[config.mk]
export PLATFORM = sky130hd
export DESIGN_NAME = alu_multicycle
export DESIGN_NICKNAME = d
export VERILOG_FILES = /design/src/rtl/alu_multicycle.sv
export SDC_FILE = /design/constraint.sdc
export NUM_CORES = 1
export LEC_CHECK = 0
export ABC_AREA = 0
export CAP_MARGIN = 20
export CORE_ASPECT_RATIO = 1.25
export CORE_MARGIN = 2
export CORE_UTILIZATION = 53
export DETAILED_ROUTE_END_ITERATION = 10
export GPL_TIMING_DRIVEN = 0
export PLACE_DENSITY = 0.75
export SLEW_MARGIN = 30
export SYNTH_ARGS = -nofsm -noshare
export SYNTH_HDL_FRONTEND = slang
export SYNTH_SLANG_ARGS = --single-unit
[constraint.sdc]
create_clock -name clk -period 2.7 [get_ports clk]
set_input_delay 0.54 -clock clk [delete_from_list [all_inputs] [get_ports clk]]
set_output_delay 0.54 -clock clk [all_outputs]
set_load 0.01 [all_outputs]
[src/rtl/alu_multicycle.sv]
// Multi-cycle ALU: single-cycle arithmetic/logic ops, iterative one-bit-per-clock shifts/rotates,
// with a start/busy/done handshake and registered result and Z/C/N/V flags.
module alu_multicycle #(
    parameter int unsigned WIDTH = 8
) (
    input  logic             clk,
    input  logic             reset,
    input  logic             start,
    input  logic [3:0]       op,
    input  logic [WIDTH-1:0] a_in,
    input  logic [WIDTH-1:0] b_in,
    output logic             busy,
    output logic             done,
    output logic [WIDTH-1:0] result_out,
    output logic             zero_flag,
    output logic             carry_flag,
    output logic             negative_flag,
    output logic             overflow_flag
);

    localparam int unsigned SHAMT_W = $clog2(WIDTH);
    localparam int unsigned MSB     = WIDTH - 1;

    localparam logic [3:0] OP_ADD = 4'd0;
    localparam logic [3:0] OP_SUB = 4'd1;
    localparam logic [3:0] OP_AND = 4'd2;
    localparam logic [3:0] OP_OR  = 4'd3;
    localparam logic [3:0] OP_XOR = 4'd4;
    localparam logic [3:0] OP_ADC = 4'd5;
    localparam logic [3:0] OP_SBC = 4'd6;
    localparam logic [3:0] OP_SHL = 4'd7;
    localparam logic [3:0] OP_SHR = 4'd8;
    localparam logic [3:0] OP_ROL = 4'd9;
    localparam logic [3:0] OP_ROR = 4'd10;
    localparam logic [3:0] OP_INC = 4'd11;
    localparam logic [3:0] OP_DEC = 4'd12;
    localparam logic [3:0] OP_NOT = 4'd13;

    typedef enum logic {
        S_IDLE,
        S_SHIFT
    } state_t;

    state_t             state;
    logic [WIDTH-1:0]   work;
    logic [SHAMT_W-1:0] count;
    logic [3:0]         sh_op;

    logic [SHAMT_W-1:0] amount;
    logic               is_shift;
    logic [WIDTH:0]     wide;
    logic [WIDTH-1:0]   one;
    logic [WIDTH:0]     cin_ext;
    logic [WIDTH-1:0]   alu_res;
    logic               alu_c;
    logic               alu_v;
    logic [WIDTH-1:0]   step_work;
    logic               step_out;

    assign amount   = b_in[SHAMT_W-1:0];
    assign is_shift = (op == OP_SHL) || (op == OP_SHR) || (op == OP_ROL) || (op == OP_ROR);
    assign one      = WIDTH'(1);
    assign cin_ext  = {{WIDTH{1'b0}}, carry_flag};

    // Single-cycle result and flags for the op presented at the inputs
    always_comb begin
        wide    = '0;
        alu_res = '0;
        alu_c   = 1'b0;
        alu_v   = 1'b0;
        case (op)
            OP_ADD, OP_ADC, OP_INC: begin
                if (op == OP_INC) begin
                    wide  = {1'b0, a_in} + {1'b0, one};
                    alu_v = (a_in[MSB] == one[MSB]) && (wide[MSB] != a_in[MSB]);
                end else begin
                    wide = {1'b0, a_in} + {1'b0, b_in} + ((op == OP_ADC) ? cin_ext : '0);
                    alu_v = (a_in[MSB] == b_in[MSB]) && (wide[MSB] != a_in[MSB]);
                end
                alu_res = wide[WIDTH-1:0];
                alu_c   = wide[WIDTH];
            end
            OP_SUB, OP_SBC, OP_DEC: begin
                if (op == OP_DEC) begin
                    wide  = {1'b0, a_in} - {1'b0, one};
                    alu_v = (a_in[MSB] != one[MSB]) && (wide[MSB] != a_in[MSB]);
                end else begin
                    wide = {1'b0, a_in} - {1'b0, b_in} - ((op == OP_SBC) ? cin_ext : '0);
                    alu_v = (a_in[MSB] != b_in[MSB]) && (wide[MSB] != a_in[MSB]);
                end
                alu_res = wide[WIDTH-1:0];
                alu_c   = wide[WIDTH];
            end
            OP_AND: alu_res = a_in & b_in;
            OP_OR:  alu_res = a_in | b_in;
            OP_XOR: alu_res = a_in ^ b_in;
            OP_NOT: alu_res = ~a_in;
            // Zero shift amount completes immediately with the operand unchanged
            OP_SHL, OP_SHR, OP_ROL, OP_ROR: alu_res = a_in;
            default: alu_res = '0;
        endcase
    end

    // One-bit step of the shift/rotate in progress
    always_comb begin
        step_work = work;
        step_out  = 1'b0;
        case (sh_op)
            OP_SHL: begin
                step_work = {work[WIDTH-2:0], 1'b0};
                step_out  = work[MSB];
            end
            OP_SHR: begin
                step_work = {1'b0, work[WIDTH-1:1]};
                step_out  = work[0];
            end
            OP_ROL: begin
                step_work = {work[WIDTH-2:0], work[MSB]};
                step_out  = work[MSB];
            end
            OP_ROR: begin
                step_work = {work[0], work[WIDTH-1:1]};
                step_out  = work[0];
            end
            default: begin
                step_work = work;
                step_out  = 1'b0;
            end
        endcase
    end

    // Control FSM with registered handshake, result and flags
    always_ff @(posedge clk or posedge reset) begin
        if (reset) begin
            state         <= S_IDLE;
            work          <= '0;
            count         <= '0;
            sh_op         <= '0;
            busy          <= 1'b0;
            done          <= 1'b0;
            result_out    <= '0;
            zero_flag     <= 1'b0;
            carry_flag    <= 1'b0;
            negative_flag <= 1'b0;
            overflow_flag <= 1'b0;
        end else begin
            done <= 1'b0;
            case (state)
                S_IDLE: begin
                    if (start) begin
                        if (is_shift && (amount != '0)) begin
                            work  <= a_in;
                            count <= amount;
                            sh_op <= op;
                            busy  <= 1'b1;
                            state <= S_SHIFT;
                        end else begin
                            result_out    <= alu_res;
                            zero_flag     <= (alu_res == '0);
                            carry_flag    <= alu_c;
                            negative_flag <= alu_res[MSB];
                            overflow_flag <= alu_v;
                            done          <= 1'b1;
                        end
                    end
                end
                S_SHIFT: begin
                    work  <= step_work;
                    count <= count - SHAMT_W'(1);
                    // The last bit step writes the result directly so latency is amount+1
                    if (count == SHAMT_W'(1)) begin
                        result_out    <= step_work;
                        zero_flag     <= (step_work == '0);
                        carry_flag    <= step_out;
                        negative_flag <= step_work[MSB];
                        overflow_flag <= 1'b0;
                        done          <= 1'b1;
                        busy          <= 1'b0;
                        state         <= S_IDLE;
                    end
                end
                default: begin
                    busy  <= 1'b0;
                    state <= S_IDLE;
                end
            endcase
        end
    end

endmodule
# Word-level counts from Yosys, hierarchy flattened
# Index checks and enable logic that the tools add are counted.
[op_classes] mux=48 eq_ne=28 n_addsub=7 n_bitwise=6 n_reduce_logical=21
[ops] cell="one-hot mux 8 bit (7 select lines)" count=1
[ops] cell="two-way mux 8 bit" count=5
[ops] cell="equality test 4 bit, second input constant" count=9
[ops] cell="one-hot mux 8 bit (2 select lines)" count=2
[ops] cell="one-hot mux 8 bit (4 select lines)" count=1
[ops] cell="two-way mux 1 bit" count=24
[ops] cell="equality test 4 x 3 -> 1 bit, second input constant" count=5
[ops] cell="one-hot mux 1 bit (2 select lines)" count=10
[ops] cell="two-way mux 9 bit" count=2
[ops] cell="zero test 8 bit" count=2
[ops] cell="adder 8 x 1 -> 9 bit, second input constant" count=1
[ops] cell="adder 8 x 8 -> 9 bit" count=1
[ops] cell="adder 9 x 1 -> 9 bit" count=1
[ops] cell="AND reduction 3 bit" count=3
[ops] cell="subtractor 8 x 1 -> 9 bit, second input constant" count=1
[ops] cell="subtractor 8 x 8 -> 9 bit" count=1
[ops] cell="subtractor 9 x 1 -> 9 bit" count=1
[ops] cell="bitwise AND 8 bit" count=1
[ops] cell="equality test 4 x 2 -> 1 bit, second input constant" count=2
[ops] cell="NOT 8 bit" count=1
[ops] cell="OR 8 bit" count=1
[ops] cell="XOR 8 bit" count=1
[ops] cell="two-way mux 3 bit" count=2
[ops] cell="inequality test 2 bit, second input constant" count=3
[ops] cell="other kinds (16)" count=29
[word_totals] reg_bits=30 wordCells=121 output_inout_bits=14 inputBits=23

# Logic depth before layout (Yosys ltp)
[logic_depth] ltp_word=10 ltp_mapped=14 mapped_depth_nobuf=12

# Worst setup path before layout
# No wires, ideal clock.
[synth_timing] path_kind="input to register" start="in op[1]" end="reg zero_flag" required_ns=2.608 arrival_time_ns=3.423 setup_ns=0.092 n_path_buf=2 slack_ns=-0.815 path_stages=13 cell_sequence="clkbuf_1 buf_2 nor2b_1 nand3_1 fa_1 ha_1 or4_4 o221a_4 a21o_1 a21oi_2 xor2_1 o221ai_2 o31ai_2"
[synth_between] elab_chain_len=9 elab_cells_between_ends=34 cone_classes="2 x add/sub; 14 x eq/ne; 8 x mux; 10 x reduce/logical"
[synth_rtl] element="from (decl)" line_no="9" text="input logic [3:0] op,"
[synth_rtl] element="equality test 4 x 3 -> 1 bit"
[synth_rtl] element="two-way mux 1 bit (on tied branches)" line_no="88, 77"
[synth_rtl] element="subtractor 9 x 1 -> 9 bit or adder 9 x 1 -> 9 bit (tied branches)" line_no="88, 77"
[synth_rtl] element="two-way mux 9 bit (on tied branches)" line_no="84, 73"
[synth_rtl] element="one-hot mux 8 bit (7 select lines)" line_no="71" text="case (op)"
[synth_rtl] element="zero test 8 bit" line_no="159" text="zero_flag <= (alu_res == '0);"
[synth_rtl] element="two-way mux 1 bit" line_no="151" text="if (is_shift && (amount != '0)) begin"
[synth_rtl] element="two-way mux 1 bit" line_no="150" text="if (start) begin"
[synth_rtl] element="one-hot mux 1 bit (2 select lines)" line_no="148" text="case (state)"
[synth_rtl] element="to (signal assigned)" line_no="159"
[synth_rtl] element="to (signal assigned)" line_no="173" text="zero_flag <= (step_work == '0);"
[synth_rtl] element="to (decl)" line_no="15" text="output logic zero_flag,"
# Parallel ways exist; a longest one is shown, timed or not. The select of a mux whose other input is x is not followed.
# A chain may end at the register's enable or synchronous reset.

# Final worst setup path
[layout_timing] start="in a_in[3]" end="reg zero_flag"
[layout_between] elab_chain_len=8 elab_cells_between_ends=17 cone_classes="6 x add/sub; 6 x mux; 4 x bitwise; 1 x reduce/logical"
[layout_rtl] element="from (decl)" line_no="10" text="input logic [WIDTH-1:0] a_in,"
[layout_rtl] element="subtractor 8 x 8 -> 9 bit or adder 8 x 8 -> 9 bit (tied branches)" line_no="88, 77"
[layout_rtl] element="subtractor 9 x 1 -> 9 bit or adder 9 x 1 -> 9 bit (tied branches)" line_no="88, 77"
[layout_rtl] element="two-way mux 9 bit (on tied branches)" line_no="84, 73"
[layout_rtl] element="one-hot mux 8 bit (7 select lines) (*)" line_no="71"
[layout_rtl] element="zero test 8 bit (*)" line_no="159"
[layout_rtl] element="two-way mux 1 bit (*)" line_no="151"
[layout_rtl] element="two-way mux 1 bit (*)" line_no="150"
[layout_rtl] element="one-hot mux 1 bit (2 select lines) (*)" line_no="148"
# Mark *: on every way between the ends. The rest lies on a longest branch, timed or not. The select of a mux whose other input is x is not followed.

==> summary.txt <==
GP Congestion - 0.973
Pwr per Cell Area - 657 nW/um2
number of max-cap violations - 0
crit path DAT - 3.29 ns
outcome - finished with violations
largest net degree at the start of global routing - 30
Reg2Reg Setup Slack - -0.31 ns
Synth cell types - 73
Final min period - 3.10 ns
CP Capture Type - flip-flop
most common cell in the netlist - ha_1
hold worst-path end - result_out[2]
fmax - 323 MHz
Mean Syn Cell Area - 8.00 um2
Ports - 37
core area - 6610 um2
Worst Hold Depth - 2
PnR Total Power - 0.00328 W
VDD IR max - 0.464 mV
# diodes - 0
Clock Sinks - 29
area leader, netlist - dfrtp_1
synth-to-layout area growth - 36.6%
Post-synth ARST share - 100%
startpoint types - input port
Leakage - 2.03 nW
DP HPWL - 9.16 mm
I/O Buffers - 35
Final WS setup - -0.397 ns
GRT overflow - 0
vias - 4043
startpoint of the worst hold path - result_out[2]
EDFF count, synth - 0
total track usage - 32.9%
CTS Buf Count - 5
Synth Flop Type - dfrtp_1
root buf cell - clkbuf_8
post-synthesis sequential area ratio - 19.8%
Hold-fix buffers, CTS - 0
Fin Hold WS - 0.478 ns
Warnings, synthesis - 0
die width - 78.3 um
DR DRC count - 0
post-route ant nets - 0
Synth top area share - 19.8%
dpl cells - 579
initial antenna violation count - 0
crit-path max FO - 6
crit-path cells - clkdlybuf4s15_1 -> clkbuf_8 -> clkinvlp_4 -> ha_4 -> ha_1 -> or4_4 -> o221a_4 -> a21o_1 -> a21oi_2 -> xor2_1 -> o221ai_2 -> o31ai_2
commonest cells in the netlist - ha_1, nor2_1, nand2_1
launch point of the worst path - a_in[3]
Rows - 33
#FFs+latches synth - 29
post-synthesis cell count - 457
max-slew violation count - 0
Die Height - 96.9 um
Synth Net Count - 520
Pre-Repair DR Iteration Count - 6
layout cells sized above 1 - 29.8%
class of the worst hold path - flip-flop to flip-flop
slew margin rel. - 29.6%
CTS tree - done
failing checks - setup timing
clock skew - 0.00397 ns
# H-tree levels - 2
first-pass GRT wire length - 19.8 mm
final setup vio count - 9
worst skew pair latency - 0.28 ns
Initial Utilization - 55.4%
final net count - 593
1st-iter DRT viols - 278
Least-Margin Pin Slew - 1.05 ns
WP data required - 2.90 ns
Final Hold Fails - 0
final WL - 12.6 mm
worst reg-to-reg path cell count - 10
crit path max-delay cell type - or4_4
vias in the first global route - 3978
R2R Path Start - carry_flag
Worst R2R End - zero_flag
CP max stage delay - 0.42 ns
non-filler instance count after layout - 618
DR vias/cell - 6.54
Worst-path clk slew - 0.06 ns
Die ar. - 7590 um2
synth top area cells - dfrtp_1, ha_1, a21oi_1
drt wl/cell - 20.4 um
critical path class - input port to flip-flop
Longest Clk Path Bufs - 2
period utilisation layout - 115%
RSZ-0062 raised after global routing - yes
Mapped Area - 3660 um2
-- per-stage QoR --
| stage | util [%] | setup slack, ns | area (um2) | setup TNS (ns) |
|---|---|---|---|---|
| 2_1_floorplan | - | -0.559 | 3760 | -3.47 |
| 3_3_place_gp | 63.9 | -1.58 | 4220 | -20.79 |
| 3_5_place_dp | 64.0 | -1.59 | 4230 | -21.31 |
| 4_1_cts | 71.3 | -0.489 | 4710 | -3.06 |
| 5_1_grt | 75.6 | -0.473 | 5000 | -3.15 |
| 6_report | 75.6 | -0.397 | 5000 | -2.34 |
-- layer usage --
layer	routed length, um	up-vias	track usage, %
met2	6170	229	55.8
met3	901	62	4.85
met1	4650	1915	37.9
met5	0	-	0
li1	-	1837	-
met4	862	0	21.3
-- flip-flops by register name (all words and copies together), names as in the netlist --
| signal | count |
|---|---|
| busy | 1 |
| carry_flag | 1 |
| count | 3 |
| done | 1 |
| overflow_flag | 1 |
| result_out | 8 |
| sh_op | 4 |
| state | 1 |
| work | 8 |
| zero_flag | 1 |
-- cell type report --
| type | count | area (um2) |
|---|---|---|
| Multi-Input combinational cell | 366 | 3080 |
| Tap cell | 87 | 109 |
| Fill cell | 476 | 1610 |
| Buffer | 26 | 245 |
| Clock inverter | 1 | 5.00 |
| Inverter | 33 | 135 |
| Clock buffer | 7 | 96.3 |
| Timing Repair Buffer | 69 | 603 |
| Sequential cell | 29 | 726 |
-- cell usage in the layout (no fill, tap or decap), drive strengths merged, types with 8 or more instances in the layout --
cell and instances:
a21o 8, a21oi 34, a22o 9, buf 53, clkbuf 20, clkdlybuf4s50 23, dfrtp 29, ha 36
inv 29, nand2 34, nand3 11, nor2 36, nor2b 17, nor3 11, o21a 10, o21ai 22
or3 8
-- kinds of logic (layout without fill, tap and decap cells) --
| kind of cell | Yosys count | after routing | share of synthesized area (%) |
|---|---|---|---|
| flops | 29 | 29 | 19.8 |
| fa+ha+maj | 40 | 40 | 14.5 |
| mux | 12 | 12 | 3.49 |
| buf+inv | 62 | 136 | 7.25 |
| compound gates | 151 | 151 | 30.2 |
| simple gates | 151 | 151 | 21.8 |
| xor+xnor | 12 | 12 | 2.87 |
-- critical path, delay by kind of cell --
kind                     cells  cell delay (ns)
adder cells (fa/ha/maj)      2             0.53
AND/OR/NAND/NOR              1             0.42
buffers and inverters        3             0.60
AO/OA/AOI/OAI                5             1.00
XOR/XNOR                     1             0.21
-- worst max-delay path by stage --
stage | endpoint | slack (ns)
floorplan | zero_flag | -0.56
CTS | zero_flag | -0.49
detailed placement | zero_flag | -1.59
global placement | zero_flag | -1.58
finish | zero_flag | -0.40
global route | zero_flag | -0.47
-- where the power goes --
group	total (W)	leakage (nW)	internal, W	switching [W]
registers	0.000843	0.338	0.000648	0.000194
logic	0.00205	1.64	0.000955	0.00109
clock network	0.000395	0.0542	0.000230	0.000165
-- what timing repair did --
action,in CTS,in global routing
resized for setup,83,56
setup endpoints to repair,26,10
pin swaps,29,37
setup buffers,20,15
cloned,0,0
Note: power is estimated with default switching activity, not from simulation.
